`src/rtl/mcx_pkg.sv`:
```
// Shared definitions for the MCX program-memory line interface and its loader.
package mcx_pkg;

  localparam int unsigned LINE_W    = 46;
  localparam int unsigned ADDR_W    = 4;
  localparam int unsigned SHIFT_W   = 48;
  localparam int unsigned BYTE_W    = 8;
  localparam int unsigned IDX_W     = 3;
  localparam int unsigned LINES_W   = 5;
  localparam int unsigned TIMEOUT   = 1023;
  localparam int unsigned TIMEOUT_W = 10;

  localparam logic [7:0] SYNC_BYTE = 8'hA5;
  localparam logic [7:0] END_BYTE  = 8'hFF;

  // Field bit positions within a program line
  localparam int unsigned PC_MSB   = 45;
  localparam int unsigned PC_LSB   = 42;
  localparam int unsigned COND_MSB = 41;
  localparam int unsigned COND_LSB = 40;
  localparam int unsigned INST_MSB = 39;
  localparam int unsigned INST_LSB = 36;
  localparam int unsigned ARG0_MSB = 35;
  localparam int unsigned ARG0_LSB = 24;
  localparam int unsigned ARG1_MSB = 23;
  localparam int unsigned ARG1_LSB = 12;
  localparam int unsigned ARG2_MSB = 11;
  localparam int unsigned ARG2_LSB = 0;

  typedef struct packed {
    logic [3:0]  pc;
    logic [1:0]  cond;
    logic [3:0]  inst;
    logic [11:0] arg0;
    logic [11:0] arg1;
    logic [11:0] arg2;
  } mcx_line_t;

  typedef enum logic [2:0] {
    IDLE,
    ADDR,
    DATA,
    CHK,
    WRITE,
    END
  } loader_state_t;

endpackage

```
`src/rtl/loader_timeout.sv`:
```
// Idle-cycle counter for in-frame byte gaps; expired_c fires on the cycle the
// count would reach TIMEOUT.
module loader_timeout
  import mcx_pkg::*;
(
  input  logic                 clk,
  input  logic                 rst,
  input  logic                 clr,
  input  logic                 inc,
  input  logic                 load,
  input  logic [TIMEOUT_W-1:0] load_val,
  output logic                 expired_c
);

  logic [TIMEOUT_W-1:0] count;

  always_ff @(posedge clk or posedge rst) begin
    if (rst) begin
      count <= '0;
    end else if (clr) begin
      count <= '0;
    end else if (load) begin
      count <= load_val;
    end else if (inc && (count != TIMEOUT_W'(TIMEOUT))) begin
      count <= count + TIMEOUT_W'(1);
    end
  end

  assign expired_c = inc && !clr && (count == TIMEOUT_W'(TIMEOUT - 1));

endmodule

```
`src/rtl/prog_loader.sv`:
```
// Byte-serial program loader: parses framed lines, verifies the XOR checksum and
// writes prog_mem, holding the MCX core in reset until an end-of-load frame.
module prog_loader
  import mcx_pkg::*;
(
  input  logic               clk,
  input  logic               rst,
  input  logic [7:0]         in_data,
  input  logic               in_valid,
  output logic               in_ready,
  output logic               wr_en,
  output logic [ADDR_W-1:0]  wr_addr,
  output logic [LINE_W-1:0]  wr_data,
  output logic               core_hold,
  output logic               load_done,
  output logic               frame_err,
  output logic [LINES_W-1:0] lines_written
);

  loader_state_t       state_q, state_d;
  logic [ADDR_W-1:0]   addr_q, addr_d;
  logic [SHIFT_W-1:0]  shift_q, shift_d;
  logic [IDX_W-1:0]    idx_q, idx_d;
  logic [BYTE_W-1:0]   csum_q, csum_d;
  logic                ready_d, wr_en_d, hold_d, done_d, err_d;
  logic [ADDR_W-1:0]   wr_addr_d;
  logic [LINE_W-1:0]   wr_data_d;
  logic [LINES_W-1:0]  lines_d;
  logic                accept_c, in_frame_c, expired_c;
  mcx_line_t           line_c;

  assign accept_c   = in_valid && in_ready;
  assign in_frame_c = (state_q == ADDR) || (state_q == DATA) ||
                      (state_q == CHK)  || (state_q == END);
  assign line_c     = mcx_line_t'(shift_q[LINE_W-1:0]);

  loader_timeout u_timeout (
    .clk       (clk),
    .rst       (rst),
    .clr       (!in_frame_c || accept_c),
    .inc       (in_frame_c && !accept_c),
    .load      (1'b0),
    .load_val  ('0),
    .expired_c (expired_c)
  );

  always_ff @(posedge clk or posedge rst) begin
    if (rst) begin
      state_q       <= IDLE;
      addr_q        <= '0;
      shift_q       <= '0;
      idx_q         <= '0;
      csum_q        <= '0;
      in_ready      <= 1'b0;
      wr_en         <= 1'b0;
      wr_addr       <= '0;
      wr_data       <= '0;
      core_hold     <= 1'b1;
      load_done     <= 1'b0;
      frame_err     <= 1'b0;
      lines_written <= '0;
    end else begin
      state_q       <= state_d;
      addr_q        <= addr_d;
      shift_q       <= shift_d;
      idx_q         <= idx_d;
      csum_q        <= csum_d;
      in_ready      <= ready_d;
      wr_en         <= wr_en_d;
      wr_addr       <= wr_addr_d;
      wr_data       <= wr_data_d;
      core_hold     <= hold_d;
      load_done     <= done_d;
      frame_err     <= err_d;
      lines_written <= lines_d;
    end
  end

  always_comb begin
    state_d   = state_q;
    addr_d    = addr_q;
    shift_d   = shift_q;
    idx_d     = idx_q;
    csum_d    = csum_q;
    wr_en_d   = 1'b0;
    wr_addr_d = wr_addr;
    wr_data_d = wr_data;
    hold_d    = core_hold;
    done_d    = 1'b0;
    err_d     = frame_err;
    lines_d   = lines_written;

    case (state_q)
      IDLE: begin
        if (accept_c && (in_data == SYNC_BYTE)) begin
          err_d   = 1'b0;
          csum_d  = '0;
          state_d = ADDR;
        end
      end
      ADDR: begin
        if (accept_c) begin
          if (in_data[7:ADDR_W] == '0) begin
            addr_d  = in_data[ADDR_W-1:0];
            csum_d  = csum_q ^ in_data;
            idx_d   = '0;
            state_d = DATA;
          end else if (in_data == END_BYTE) begin
            state_d = END;
          end else begin
            err_d   = 1'b1;
            state_d = IDLE;
          end
        end
      end
      DATA: begin
        if (accept_c) begin
          shift_d = {shift_q[SHIFT_W-BYTE_W-1:0], in_data};
          csum_d  = csum_q ^ in_data;
          idx_d   = idx_q + IDX_W'(1);
          if (idx_q == IDX_W'(5)) state_d = CHK;
        end
      end
      CHK: begin
        if (accept_c) begin
          if (in_data == csum_q) begin
            // Re-hold the core before its memory changes
            wr_en_d   = 1'b1;
            wr_addr_d = addr_q;
            wr_data_d = line_c;
            hold_d    = 1'b1;
            if (lines_written != '1) lines_d = lines_written + LINES_W'(1);
            state_d   = WRITE;
          end else begin
            err_d   = 1'b1;
            state_d = IDLE;
          end
        end
      end
      WRITE: state_d = IDLE;
      END: begin
        if (accept_c) begin
          if (in_data == END_BYTE) begin
            hold_d = 1'b0;
            done_d = 1'b1;
          end else begin
            err_d = 1'b1;
          end
          state_d = IDLE;
        end
      end
      default: state_d = IDLE;
    endcase

    if (expired_c) begin
      err_d   = 1'b1;
      state_d = IDLE;
    end

    ready_d = (state_d != WRITE);
  end

endmodule

```
`config.mk`:
```
export PLATFORM = sky130hd
export DESIGN_NAME = prog_loader
export DESIGN_NICKNAME = d
export VERILOG_FILES = /design/src/rtl/mcx_pkg.sv /design/src/rtl/loader_timeout.sv /design/src/rtl/prog_loader.sv
export SDC_FILE = /design/constraint.sdc
export NUM_CORES = 1
export LEC_CHECK = 0
export ABC_AREA = 1
export BUFFER_PORTS_ARGS = -buffer_cell sky130_fd_sc_hd__buf_2
export CORE_MARGIN = 2
export CORE_UTILIZATION = 60
export CTS_CLUSTER_DIAMETER = 120
export DETAILED_ROUTE_END_ITERATION = 8
export PLACE_DENSITY = 0.9
export SYNTH_ARGS = -nofsm -noshare
export SYNTH_HDL_FRONTEND = slang
export SYNTH_SLANG_ARGS = --single-unit
export TNS_END_PERCENT = 20
```
`constraint.sdc`:
```
create_clock -name clk -period 11.5 [get_ports clk]
set_clock_uncertainty 0.2 [all_clocks]
set_input_delay 1.15 -clock clk [delete_from_list [all_inputs] [get_ports clk]]
set_output_delay 1.15 -clock clk [all_outputs]
set_load 0.05 [all_outputs]
```
==> results.rst <==
.. list-table::
   :header-rows: 1

   * - Metric
     - Value
   * - Run status
     - finished, final reports clean
   * - Number of levels the H-tree was split into
     - 4
   * - CTS root buffer
     - sky130_fd_sc_hd__clkbuf_8
   * - Arrival @ worst endpoint
     - 3.36 ns
   * - Cell family contributing the most delay on the critical path
     - buffers and inverters
   * - Share of final-layout standard cells stronger than drive strength 1
     - 16.7%
   * - Global-route congestion overflow total
     - 0
   * - Floorplan die area
     - 10100 um^2
   * - Hold slack
     - 0.269 ns
   * - Placed wire-length estimate
     - 7.64 mm
   * - Effective utilization at floorplan
     - 61.1%
   * - Largest net degree at the start of global routing
     - 92
   * - Final Max Tran Viols
     - 0
   * - RSZ-0062 raised after global routing
     - false
   * - Setup-violating endpoint count in the final report
     - 0
   * - Proportion of synthesized chip area in sequential cells
     - 60.2%
   * - CTS sink cnt
     - 134
   * - Min cycle time layout
     - 3.12 ns
   * - Number of buffer and inverter stages on the critical path
     - 4
   * - Final design utilization
     - 72.4%
   * - Number of distinct standard cells referenced by the synthesized netlist
     - 30
   * - Detailed router's first-iteration violation count
     - 325
   * - Top layer reached by signal wires
     - met4
   * - Most frequent cells in the layout
     - 204 x sky130_fd_sc_hd__nand2_1, 133 x sky130_fd_sc_hd__dfrtp_1, 81 x sky130_fd_sc_hd__o21ai_0
   * - Width of the die
     - 100 um
   * - Largest voltage drop on the vdd net
     - 0.111 mV
   * - Leakage power
     - 3.45 nW
   * - Total power density per cell area
     - 209 nW/um^2
   * - Max-capacitance violation count
     - 0
   * - # resized after CTS
     - 0
   * - Number of standard cells after synthesis
     - 627
   * - # Post-CTS Setup Buffers
     - 0
   * - Syn Std Cell Area
     - 5570 um^2
   * - Drt via density
     - 5.41
   * - Mean area per synthesized cell
     - 8.88 um^2
   * - DR WL met2
     - 6.21 mm
   * - Via count of the first global-routing pass
     - 4382
   * - Die Height
     - 100 um
   * - Register clock-pin slew on the reported worst setup and hold paths
     - 0.06 ns
   * - Startpoint-to-endpoint class of the critical path
     - input pin to register
   * - Number of warning messages in the yosys log
     - 0
   * - Wire length on met1
     - 4.99 mm
   * - Site Rows
     - 35
   * - Post-layout net count
     - 715
   * - Met3 wire length
     - 732 um
   * - Synth Net Count
     - 644
   * - Kind of end point of the critical path
     - register
   * - Transition at the pin with the smallest max-transition slack
     - 1.22 ns
   * - CTS tree
     - done
   * - GRT Total Usage
     - 26.0%
   * - CP max-delay cell
     - sky130_fd_sc_hd__buf_4
   * - Number of input and output port buffers inserted
     - 70
   * - Max Clk Rate
     - 321 MHz
   * - Tcrit/Tclk final
     - 27.1%
   * - Boundary Pins
     - 71
   * - Data required time of the critical path
     - 11.74 ns
   * - Initial antenna violation count
     - 0
   * - Endpoints failing hold
     - 0
   * - CTS hold repair buffers
     - 0
   * - DRT antenna net count
     - 0
   * - Clock Tree Buf Depth
     - 2
   * - Routed Wire Length
     - 12.1 mm
   * - RePlAce Congestion
     - 0.924
   * - Relative slew slack
     - 18.5%
   * - Total number of vias
     - 4445
   * - Maximum net fanout on the critical path
     - 91
   * - Insertion delay to the later sink of the worst-skew pair
     - 0.53 ns
   * - Delay of the slowest critical-path stage
     - 0.56 ns
   * - Most used DFF post-synth
     - sky130_fd_sc_hd__dfrtp_1
   * - Fraction of synthesis flops using an asynchronous set or reset pin
     - 100%
   * - Total Negative Setup Slacks
     - 0 ns
   * - Layout-stage area growth over the synthesis result
     - 18.5%
   * - Overall power
     - 1.38 mW
   * - Global-route wire length before repair
     - 20.2 mm
   * - Antenna diode count
     - 0
   * - Detailed-router iteration count before antenna repair
     - 5
   * - Clock buffers created by TritonCTS
     - 17
   * - Residual DRC count
     - 0
   * - Most common cell after layout, fill and taps aside
     - sky130_fd_sc_hd__nand2_1
   * - Path type of the worst min-delay path
     - register to register
   * - Wire per inst
     - 14.8 um
   * - Seq cells post-synth
     - 134
   * - Number of synthesized flops with an enable pin
     - 0
   * - Floorplan core area
     - 9110 um^2
   * - Filler Cell Count
     - 641
   * - Ordered list of cells on the worst path
     - buf_2 > nand2_1 > inv_1 > nand2_2 > buf_4 > inv_2 > nor2_2 > o21ai_1 > o22ai_1
   * - Launching element type of the critical path
     - input pin
[cell families after synthesis]
logic type	share of synthesized area, %
buf+inv	7.53
flops	60.2
compound gates	10.7
simple gates	19.0
xor+xnor	1.10
fa+ha+maj	1.35
[registers in the layout, indices dropped and copies added, names as in the netlist]
name and cells:
shift_q 46, wr_data 46, u_timeout.count 10, csum_q 8, lines_written 5, addr_q 4
wr_addr 4, idx_q 3, state_q 3, core_hold 1, frame_err 1, in_ready 1
load_done 1, wr_en 1
[final timing paths]
kind	start	end	slack, ns	depth (start not counted)
max in group asynchronous	rst	wr_data[9]	9.19	3
setup reg to reg	state_q[2]	csum_q[4]	8.71	9
hold reg to reg	wr_data[41]	wr_data[41]	0.27	2
min in group asynchronous	rst	lines_written[1]	0.55	2
hold / removal	wr_data[41]	wr_data[41]	0.27	2
setup / recovery	in_valid	csum_q[4]	8.38	9
[cells in the mapped netlist (5+ instances only)]
master                       n  area (um^2)
sky130_fd_sc_hd__nand2_1   204          766
sky130_fd_sc_hd__dfrtp_1   133         3330
sky130_fd_sc_hd__o21ai_0    81          405
sky130_fd_sc_hd__inv_1      77          289
sky130_fd_sc_hd__nor2_1     27          101
sky130_fd_sc_hd__o21ai_1    16         80.1
sky130_fd_sc_hd__nand3_1    15         75.1
sky130_fd_sc_hd__clkbuf_1    9         33.8
sky130_fd_sc_hd__buf_2       8         40.0
sky130_fd_sc_hd__o22ai_1     8         50.1
sky130_fd_sc_hd__ha_1        6         75.1
sky130_fd_sc_hd__inv_2       6         22.5
sky130_fd_sc_hd__a21oi_1     5         25.0
sky130_fd_sc_hd__xnor2_1     5         43.8
[routing by layer]
metal,vias up,global-route usage [%]
met5,-,0
met4,0,10.5
met2,150,43.7
met1,2151,32.5
li1,2124,-
met3,20,6.48
[final cells by class]
type | instances | area, um^2 | share of cell area, %
well taps | 111 | 139 | 2.11
clock inverters | 15 | 216 | 3.28
multi-input cells | 390 | 1790 | 27.2
inverters | 83 | 314 | 4.76
repair buffers | 72 | 365 | 5.54
clock buffers | 17 | 414 | 6.28
flip-flops and latches | 134 | 3350 | 50.8
[where the power goes]
part / internal, mW / switching, mW
clock: 0.358 / 0.218
combinational: 0.0616 / 0.147
sequential: 0.546 / 0.0461
total: 0.966 / 0.412
[worst reg2reg max path, delay by kind of cell, from the launching register on]
| kind | cells | cell delay [ns] |
|---|---|---|
| flip-flops | 1 | 0.43 |
| AND/OR/NAND/NOR | 4 | 0.69 |
| AO/OA/AOI/OAI | 2 | 0.59 |
| buffers and inverters | 3 | 0.78 |
[stage by stage]
stage | std cells | setup slack (ns) | cell area (um^2)
floorplan | 627 | 6.57 | 5570
global placement | 790 | 8.03 | 5970
detailed placement | 790 | 7.88 | 5970
CTS | 822 | 8.41 | 6600
global route | 822 | 8.08 | 6600
finish | 822 | 8.38 | 6600
Power figures use the tool's default switching activity.
